[config.mk]
export PLATFORM = sky130hd
export DESIGN_NAME = instruction_fetch
export DESIGN_NICKNAME = d
export VERILOG_FILES = /design/src/rtl/instruction_fetch.sv
export SDC_FILE = /design/constraint.sdc
export NUM_CORES = 1
export LEC_CHECK = 0
export BUFFER_PORTS_ARGS = -buffer_cell sky130_fd_sc_hd__buf_2
export CORE_MARGIN = 1
export CORE_UTILIZATION = 44
export CTS_CLUSTER_DIAMETER = 60
export DETAILED_ROUTE_END_ITERATION = 10
export PLACE_DENSITY = 0.77
export SLEW_MARGIN = 20
export SYNTH_ARGS = -nofsm -noshare
export SYNTH_HDL_FRONTEND = slang
export SYNTH_SLANG_ARGS = --single-unit
[constraint.sdc]
create_clock -name clk -period 1.6 [get_ports clk]
set_clock_uncertainty 0.15 [all_clocks]
set_input_delay 0.16 -clock clk [delete_from_list [all_inputs] [get_ports clk]]
set_output_delay 0.16 -clock clk [all_outputs]
set_load 0.01 [all_outputs]
[src/rtl/instruction_fetch.sv]
// Instruction fetch stage: owns the PC, fetches one word at a time over a
// single-outstanding req/ack handshake, and holds the fetched word for the
// decoder until downstream releases it.
//
//   state | meaning
//   ------+-----------------------------------------------------------------
//   IDLE  | just out of reset; the first fetch starts on the next edge
//   FETCH | mem_req high at mem_addr = pc; waiting for mem_ack or timeout
//   EXEC  | instruction/pc valid and held; leaves when stall drops
//   FAULT | memory never answered; frozen until reset
module instruction_fetch #(
  parameter logic [31:0] RESET_PC    = 32'h0000_0000,
  parameter int unsigned ACK_TIMEOUT = 16
) (
  input  logic        clk,
  input  logic        nRst,
  output logic        mem_req,
  output logic [31:0] mem_addr,
  input  logic [31:0] mem_rdata,
  input  logic        mem_ack,
  input  logic        stall,
  input  logic        branch_taken,
  input  logic [31:0] branch_target,
  output logic [31:0] instruction,
  output logic [31:0] pc,
  output logic        inst_valid,
  output logic        fetch_fault
);

  localparam logic [31:0] NOP      = 32'h0000_0013;
  localparam logic [31:0] WORD_MSK = 32'hFFFF_FFFC;
  localparam logic [7:0]  CNT_LAST = 8'(ACK_TIMEOUT - 1);

  typedef enum logic [1:0] {
    S_IDLE  = 2'd0,
    S_FETCH = 2'd1,
    S_EXEC  = 2'd2,
    S_FAULT = 2'd3
  } state_t;

  state_t      state_q, state_d;
  logic [31:0] pc_q, pc_d;
  logic [31:0] instr_q, instr_d;
  logic        valid_q, valid_d;
  logic        fault_q, fault_d;
  logic [7:0]  cnt_q, cnt_d;

  // State register; reset abandons any request in flight.
  always_ff @(posedge clk or negedge nRst) begin
    if (!nRst) begin
      state_q <= S_IDLE;
    end else begin
      state_q <= state_d;
    end
  end

  // Datapath registers: PC, held instruction, flags and ack-timeout counter.
  always_ff @(posedge clk or negedge nRst) begin
    if (!nRst) begin
      pc_q    <= RESET_PC;
      instr_q <= NOP;
      valid_q <= 1'b0;
      fault_q <= 1'b0;
      cnt_q   <= 8'd0;
    end else begin
      pc_q    <= pc_d;
      instr_q <= instr_d;
      valid_q <= valid_d;
      fault_q <= fault_d;
      cnt_q   <= cnt_d;
    end
  end

  // Next-state and datapath update; everything holds unless a state acts.
  always_comb begin
    state_d = state_q;
    pc_d    = pc_q;
    instr_d = instr_q;
    valid_d = valid_q;
    fault_d = fault_q;
    cnt_d   = cnt_q;
    case (state_q)
      S_IDLE: begin
        cnt_d   = 8'd0;
        state_d = S_FETCH;
      end
      S_FETCH: begin
        if (mem_ack) begin
          instr_d = mem_rdata;
          valid_d = 1'b1;
          cnt_d   = 8'd0;
          state_d = S_EXEC;
        end else if (cnt_q == CNT_LAST) begin
          // Counter equals the number of ack-less cycles already spent,
          // so this fires on exactly the ACK_TIMEOUT-th FETCH cycle.
          fault_d = 1'b1;
          cnt_d   = 8'd0;
          state_d = S_FAULT;
        end else begin
          cnt_d = cnt_q + 8'd1;
        end
      end
      S_EXEC: begin
        // A branch seen under stall is dropped; the producer re-presents it.
        if (!stall) begin
          valid_d = 1'b0;
          state_d = S_FETCH;
          if (branch_taken) begin
            pc_d = branch_target & WORD_MSK;
          end else begin
            pc_d = pc_q + 32'd4;
          end
        end
      end
      S_FAULT: begin
        valid_d = 1'b0;
      end
      default: begin
        state_d = S_IDLE;
      end
    endcase
  end

  // Request and address come straight from registered state, so both stay
  // stable for the whole request.
  always_comb begin
    mem_req  = (state_q == S_FETCH);
    mem_addr = pc_q & WORD_MSK;
  end

  assign instruction = instr_q;
  assign pc          = pc_q;
  assign inst_valid  = valid_q;
  assign fetch_fault = fault_q;

endmodule

==> reports/results.txt, run 1 <==
Status: finished with violations
Violations in the final reports: DRC, setup timing
CP Capture Type: flip-flop
Area contributors post-synth: dfrtp_1 (44%), mux2_2 (9.2%), buf_4 (6.7%)
Final hold vios: 0
Initial antenna violation count: 0
Lkg Pwr: 3.58 nW
Power Dens Cells: 547 mW/mm^2
Post-Syn Area per Cell: 10.2 sq um
Synthesis warning total: 0
Worst VDD drop: 0.458 mV
Vias in the first global route: 4468
Worst min path class: input port to flip-flop
Hold_sp: branch_target[24]
Hold path cells: 3
Initial core utilization: 0.459
R2R Path End: pc[18]
Worst hold endpoint: pc[24]
Setup-failing EPs final: 26
Synth Instances: 396
Via count: 4439
Max-cap viol count: 0
Synthesized cell area: 0.00404 sq mm
Reg2Reg Setup Slack: -0.19 ns
Synth top area share: 0.439
Post-synth EDFFs: 0
Clk root buf: clkbuf_8
Crit path max fanout: 4
Startpoint Class: flip-flop
WL final: 14200 microns
Maximum buffer depth of the clock tree: 2
RSZ-0062 raised after global routing: true
Worst EP arrival: 1.88 ns
Post-route setup slack: -0.195 ns
Count of different cell masters after synthesis: 56
Met3 Usage GRT: 0.0558
CTS Buf Count: 9
GR peak layer: met2
Hpwl dp: 8140 microns
Crit path required time: 1.69 ns
WS Path Type: flip-flop to flip-flop
Fin crit period: 1.79 ns
Pins Over Slew Limit: 0
Sequential share of the synthesized area: 0.459
Port Buffers: 161
Reg2Reg Depth: 5
Leading area contributor after synthesis: dfrtp_1
N_diodes: 0
Pre-antenna DRT Iters: 8
Met1 Use GR: 0.358
GRT met2 Usage: 0.508
Top Ports: 168
Ys flop type: dfrtp_1
Die area: 0.00958 sq mm
FP Rows: 34
Die height: 97.9 microns
CTS sink cnt: 74
Max Freq: 557 MHz
Top post-synthesis cells by count: dfrtp_1 (71), buf_4 (36), o21ai_0 (35)
Drt via density: 5.54
R2R Path Start: pc[6]
Die W: 97.9 microns
Setup WS pre-CTS: -0.142 ns
P&R area growth vs syn: 69.9%
Final nets: 759
H-tree depth reported by CTS: 3
GPL Wtd Cong: 0.855
DRC Markers: 10
DR WL/cell: 17.7 microns
First-pass GRT wire length: 22000 microns
DRT iter0 DRCs: 255
Pin count of the biggest net entering global routing: 75
Overflow after GRT: 0
Synthesis-stage register bit count: 74
Fraction of layout instances using a drive strength above 1: 0.597
Most frequent cell after synthesis: dfrtp_1
Share of flip-flops with an asynchronous set or reset: 1.00
Core footprint: 0.00881 sq mm
Antenna Violating Nets Remaining: 0
CTS tree: built
Clk_lat worst skew: 0.35 ns
GRT Overall Usage: 0.291
Clock Pin Slew Worst Setup and Hold Paths: 0.09 ns
Hold slack: 0.0246 ns
Fin crit share: 1.12
critical path: stages, from the launching register on:
cell     delay (ns)
dfrtp_1        0.45
nand4_4        0.17
buf_6          0.16
nor4_4         0.37
nor4b_2        0.30
nor3_1         0.09
sequential cells by signal, summed over array words and instances, names as in the netlist:
name,cells
inst_valid,1
instruction,32
cnt_q,8
pc,30
fetch_fault,1
state_q,2
kinds of logic after synthesis:
logic type | synth area share
compound gates | 0.167
xor+xnor | 0.00217
fa+ha+maj | 0.00619
buf+inv | 0.0959
flops | 0.459
mux | 0.104
other cells | 0.000927
simple gates | 0.165
worst max path at each step:
stage / start / end / slack [ns] / depth (start not counted)
2_1_floorplan: pc[6] / pc[15] / -0.14 / 5
4_1_cts: pc[6] / pc[18] / -0.14 / 5
3_3_place_gp: state_q[0] / pc[29] / -0.07 / 4
6_report: pc[6] / pc[18] / -0.19 / 5
5_1_grt: pc[6] / pc[18] / -0.28 / 5
3_5_place_dp: pc[7] / pc[18] / -0.14 / 5
power breakdown:
| part | internal (mW) | leakage (nW) | switching, mW | total [mW] |
|---|---|---|---|---|
| Clock | 0.808 | 0.107 | 0.751 | 1.56 |
| Sequential | 1.87 | 0.980 | 0 | 1.87 |
| Combinational | 0.176 | 2.50 | 0.151 | 0.327 |
| Total | 2.85 | 3.58 | 0.902 | 3.75 |
through the flow:
| step | cells | TNS [ns] | area, sq um | util | power, mW |
|---|---|---|---|---|---|
| 3_3_place_gp | 693 | -0.606 | 5370 | 0.610 | 2.11 |
| 4_1_cts | 789 | -2.44 | 6610 | 0.750 | 3.73 |
| 3_5_place_dp | 693 | -2.03 | 5370 | 0.610 | 2.11 |
| 2_1_floorplan | 399 | -0.814 | 4140 | - | 1.98 |
| 5_1_grt | 801 | -4.74 | 6870 | 0.780 | 3.87 |
| 6_report | 801 | -2.46 | 6870 | 0.780 | 3.75 |
area by class of cell:
| type | count | area, sq um |
|---|---|---|
| clock buffer | 12 | 155 |
| timing repair buffer | 332 | 2440 |
| sequential | 74 | 1870 |
| fill | 547 | 1940 |
| inverter | 7 | 28.8 |
| tap | 108 | 135 |
| multi-input combinational | 264 | 2200 |
| clock inverter | 4 | 48.8 |
layout by cell type (no fill, tap or decap), types with 5 or more instances in the layout:
cell / Yosys / final
nor3_1: 10 / 6
buf_6: 1 / 18
o21ai_2: 0 / 10
dlygate4sd3_1: 0 / 49
dfrtp_1: 71 / 63
nand4_1: 6 / 6
nand3_1: 16 / 13
a22o_1: 5 / 5
nor4_4: 0 / 5
nand2_1: 24 / 20
buf_12: 0 / 8
o21ai_1: 1 / 12
or3_1: 10 / 8
a311oi_1: 9 / 8
a21oi_1: 23 / 21
inv_1: 7 / 6
clkbuf_8: 0 / 11
o21ai_0: 35 / 14
dfrtp_2: 0 / 8
buf_4: 36 / 94
buf_2: 10 / 159
mux2_2: 33 / 30
nor2_1: 18 / 13
metal layers:
layer  wire length [microns]  part of all wire
met4                     248             0.017
met5                       0                 0
met1                    5690              0.40
met2                    7200              0.51
met3                    1070             0.075
timing repair:
action,in CTS,in global routing
endpoints found under the hold margin,122,0
buffers inserted,26,16
endpoints found under the setup margin,55,64
gates resized for setup,52,64
cloned,6,0
pin swaps,22,33
hold buffers,49,0
Note: power is estimated with default switching activity, not from simulation.
==> run 2: changes to the inputs <==
SKIP_CTS_REPAIR_TIMING = 1   (was default)
==> run 2 against run 1 <==
The flow finishes with violations (DRC, hold timing, setup timing). Setup slack got worse by 0.014 ns. Die area unchanged. Sequential cell count unchanged. Worst hold slack got worse by 0.047 ns. Design area decreased by 0.67%. Clock power about the same. Register-to-register slack about the same.
==> reports/results.txt, run 2 (synthesis results as in run 1) <==
Overflow after GRT: 0
Comb pwr share: 0.086
Via count: 4565
Final instance area: 0.00682 sq mm
Final core utilization: 0.775
Crit-path cells: nand4_4 > buf_4 > buf_4 > nor2_4 > buf_4 > and4_1 > o211ai_1
Highest-count cells in the layout ignoring fill and taps: buf_2 (160), buf_4 (84), dfrtp_1 (61)
Violations in the final reports: DRC, hold timing, setup timing
Max reg flops: 32
Switching Share: 0.242
CTS tree: built
CTS sink cnt: 74
First-pass GRT wire length: 18100 microns
Switching power: 0.907 mW
Vias in the first global route: 3817
H-tree depth reported by CTS: 3
Pre-antenna DRT Iters: 8
Top Ports: 168
Maximum buffer depth of the clock tree: 2
Setup WS pre-CTS: -0.142 ns
Sequential power share: 0.498
Status: finished with violations
Worst min path class: input port to flip-flop
Antenna Violating Nets Remaining: 0
Die W: 97.9 microns
CTS Buf Count: 9
Drt via density: 5.79
Hpwl dp: 8140 microns
Core footprint: 0.00881 sq mm
Die area: 0.00958 sq mm
DR WL/cell: 19.1 microns
Initial core utilization: 0.459
Reg2Reg Setup Slack: -0.21 ns
Setup-failing EPs final: 38
WP buf/inv: 3
GRT Overall Usage: 0.236
Worst VDD drop: 0.565 mV
Post-route setup slack: -0.209 ns
Fin crit share: 1.13
Clk pwr share: 0.416
Max-cap viol count: 0
DRC Markers: 10
Final nets: 747
RSZ-0062 raised after global routing: true
Crit path max fanout: 4
Initial antenna violation count: 0
P&R area growth vs syn: 68.7%
Top Family by Delay on Critical Path: buffers and inverters
Commonest non-fill, non-tap cell in the layout: buf_2
CP peak stage delay: 0.46 ns
CP Capture Type: flip-flop
Power Dens Cells: 550 mW/mm^2
GPL Wtd Cong: 0.855
Worst EP arrival: 1.89 ns
Port Buffers: 161
Clk root buf: clkbuf_8
Final hold vios: 3
Clk_lat worst skew: 0.36 ns
Die height: 97.9 microns
Power Total: 3.75 mW
Hold slack: -0.0224 ns
N_diodes: 0
Dpl cell area: 0.00537 sq mm
Crit path required time: 1.68 ns
Fraction of layout instances using a drive strength above 1: 0.604
Slowest CP cell: dfrtp_1
WS Path Type: flip-flop to flip-flop
Lkg Pwr: 3.54 nW
FP Rows: 34
CP most frequent cell: buf_4
Clock Pin Slew Worst Setup and Hold Paths: 0.09 ns
WL final: 15100 microns
Fin crit period: 1.81 ns
DRT iter0 DRCs: 271
Max Freq: 553 MHz
Pin count of the biggest net entering global routing: 75
Startpoint Class: flip-flop
Internal power: 2.85 mW
Pins Over Slew Limit: 0
## run 2: power groups by stage
stage          registers, mW  clock network (mW)  logic [mW]
4_1_cts                 1.87                1.55       0.209
3_5_place_dp            1.91                   0       0.208
6_report                1.87                1.56       0.324
3_3_place_gp            1.91                   0       0.204
2_1_floorplan           1.91                   0      0.0705
5_1_grt                 1.87                1.65       0.351
## run 2: per-layer routing
layer	vias up	wire, microns	part of all wire	GRT usage
li1	2005	-	-	-
met1	2224	5870	0.39	0.298
met2	285	7490	0.50	0.393
met3	51	1250	0.083	0.0644
met4	0	481	0.032	0.0758
met5	-	0	0	0
## run 2: per-stage QoR
stage                     std cells  setup TNS [ns]
final                           789           -3.44
after global routing            789           -5.56
after CTS                       709           -2.83
after detailed placement        693           -2.03
after global placement          693          -0.606
after floorplan                 399          -0.814
## run 2: worst paths after layout
path	startpoint	endpoint	cells past startpoint
max in group asynchronous	nRst	instruction[4]	3
max reg2reg	pc[8]	pc[30]	7
min in group asynchronous	nRst	cnt_q[6]	3
min	mem_ack	state_q[0]	2
min reg2reg	fetch_fault	fetch_fault	1
max	pc[8]	pc[30]	7
## run 2: cell type report
cell class              count  area [sq um]
inverters                   7          28.8
fillers                   553          1980
multi-input cells         264          2220
clock inverters             4          48.8
clock buffers              12           155
well taps                 108           135
repair buffers            320          2370
flip-flops and latches     74          1870
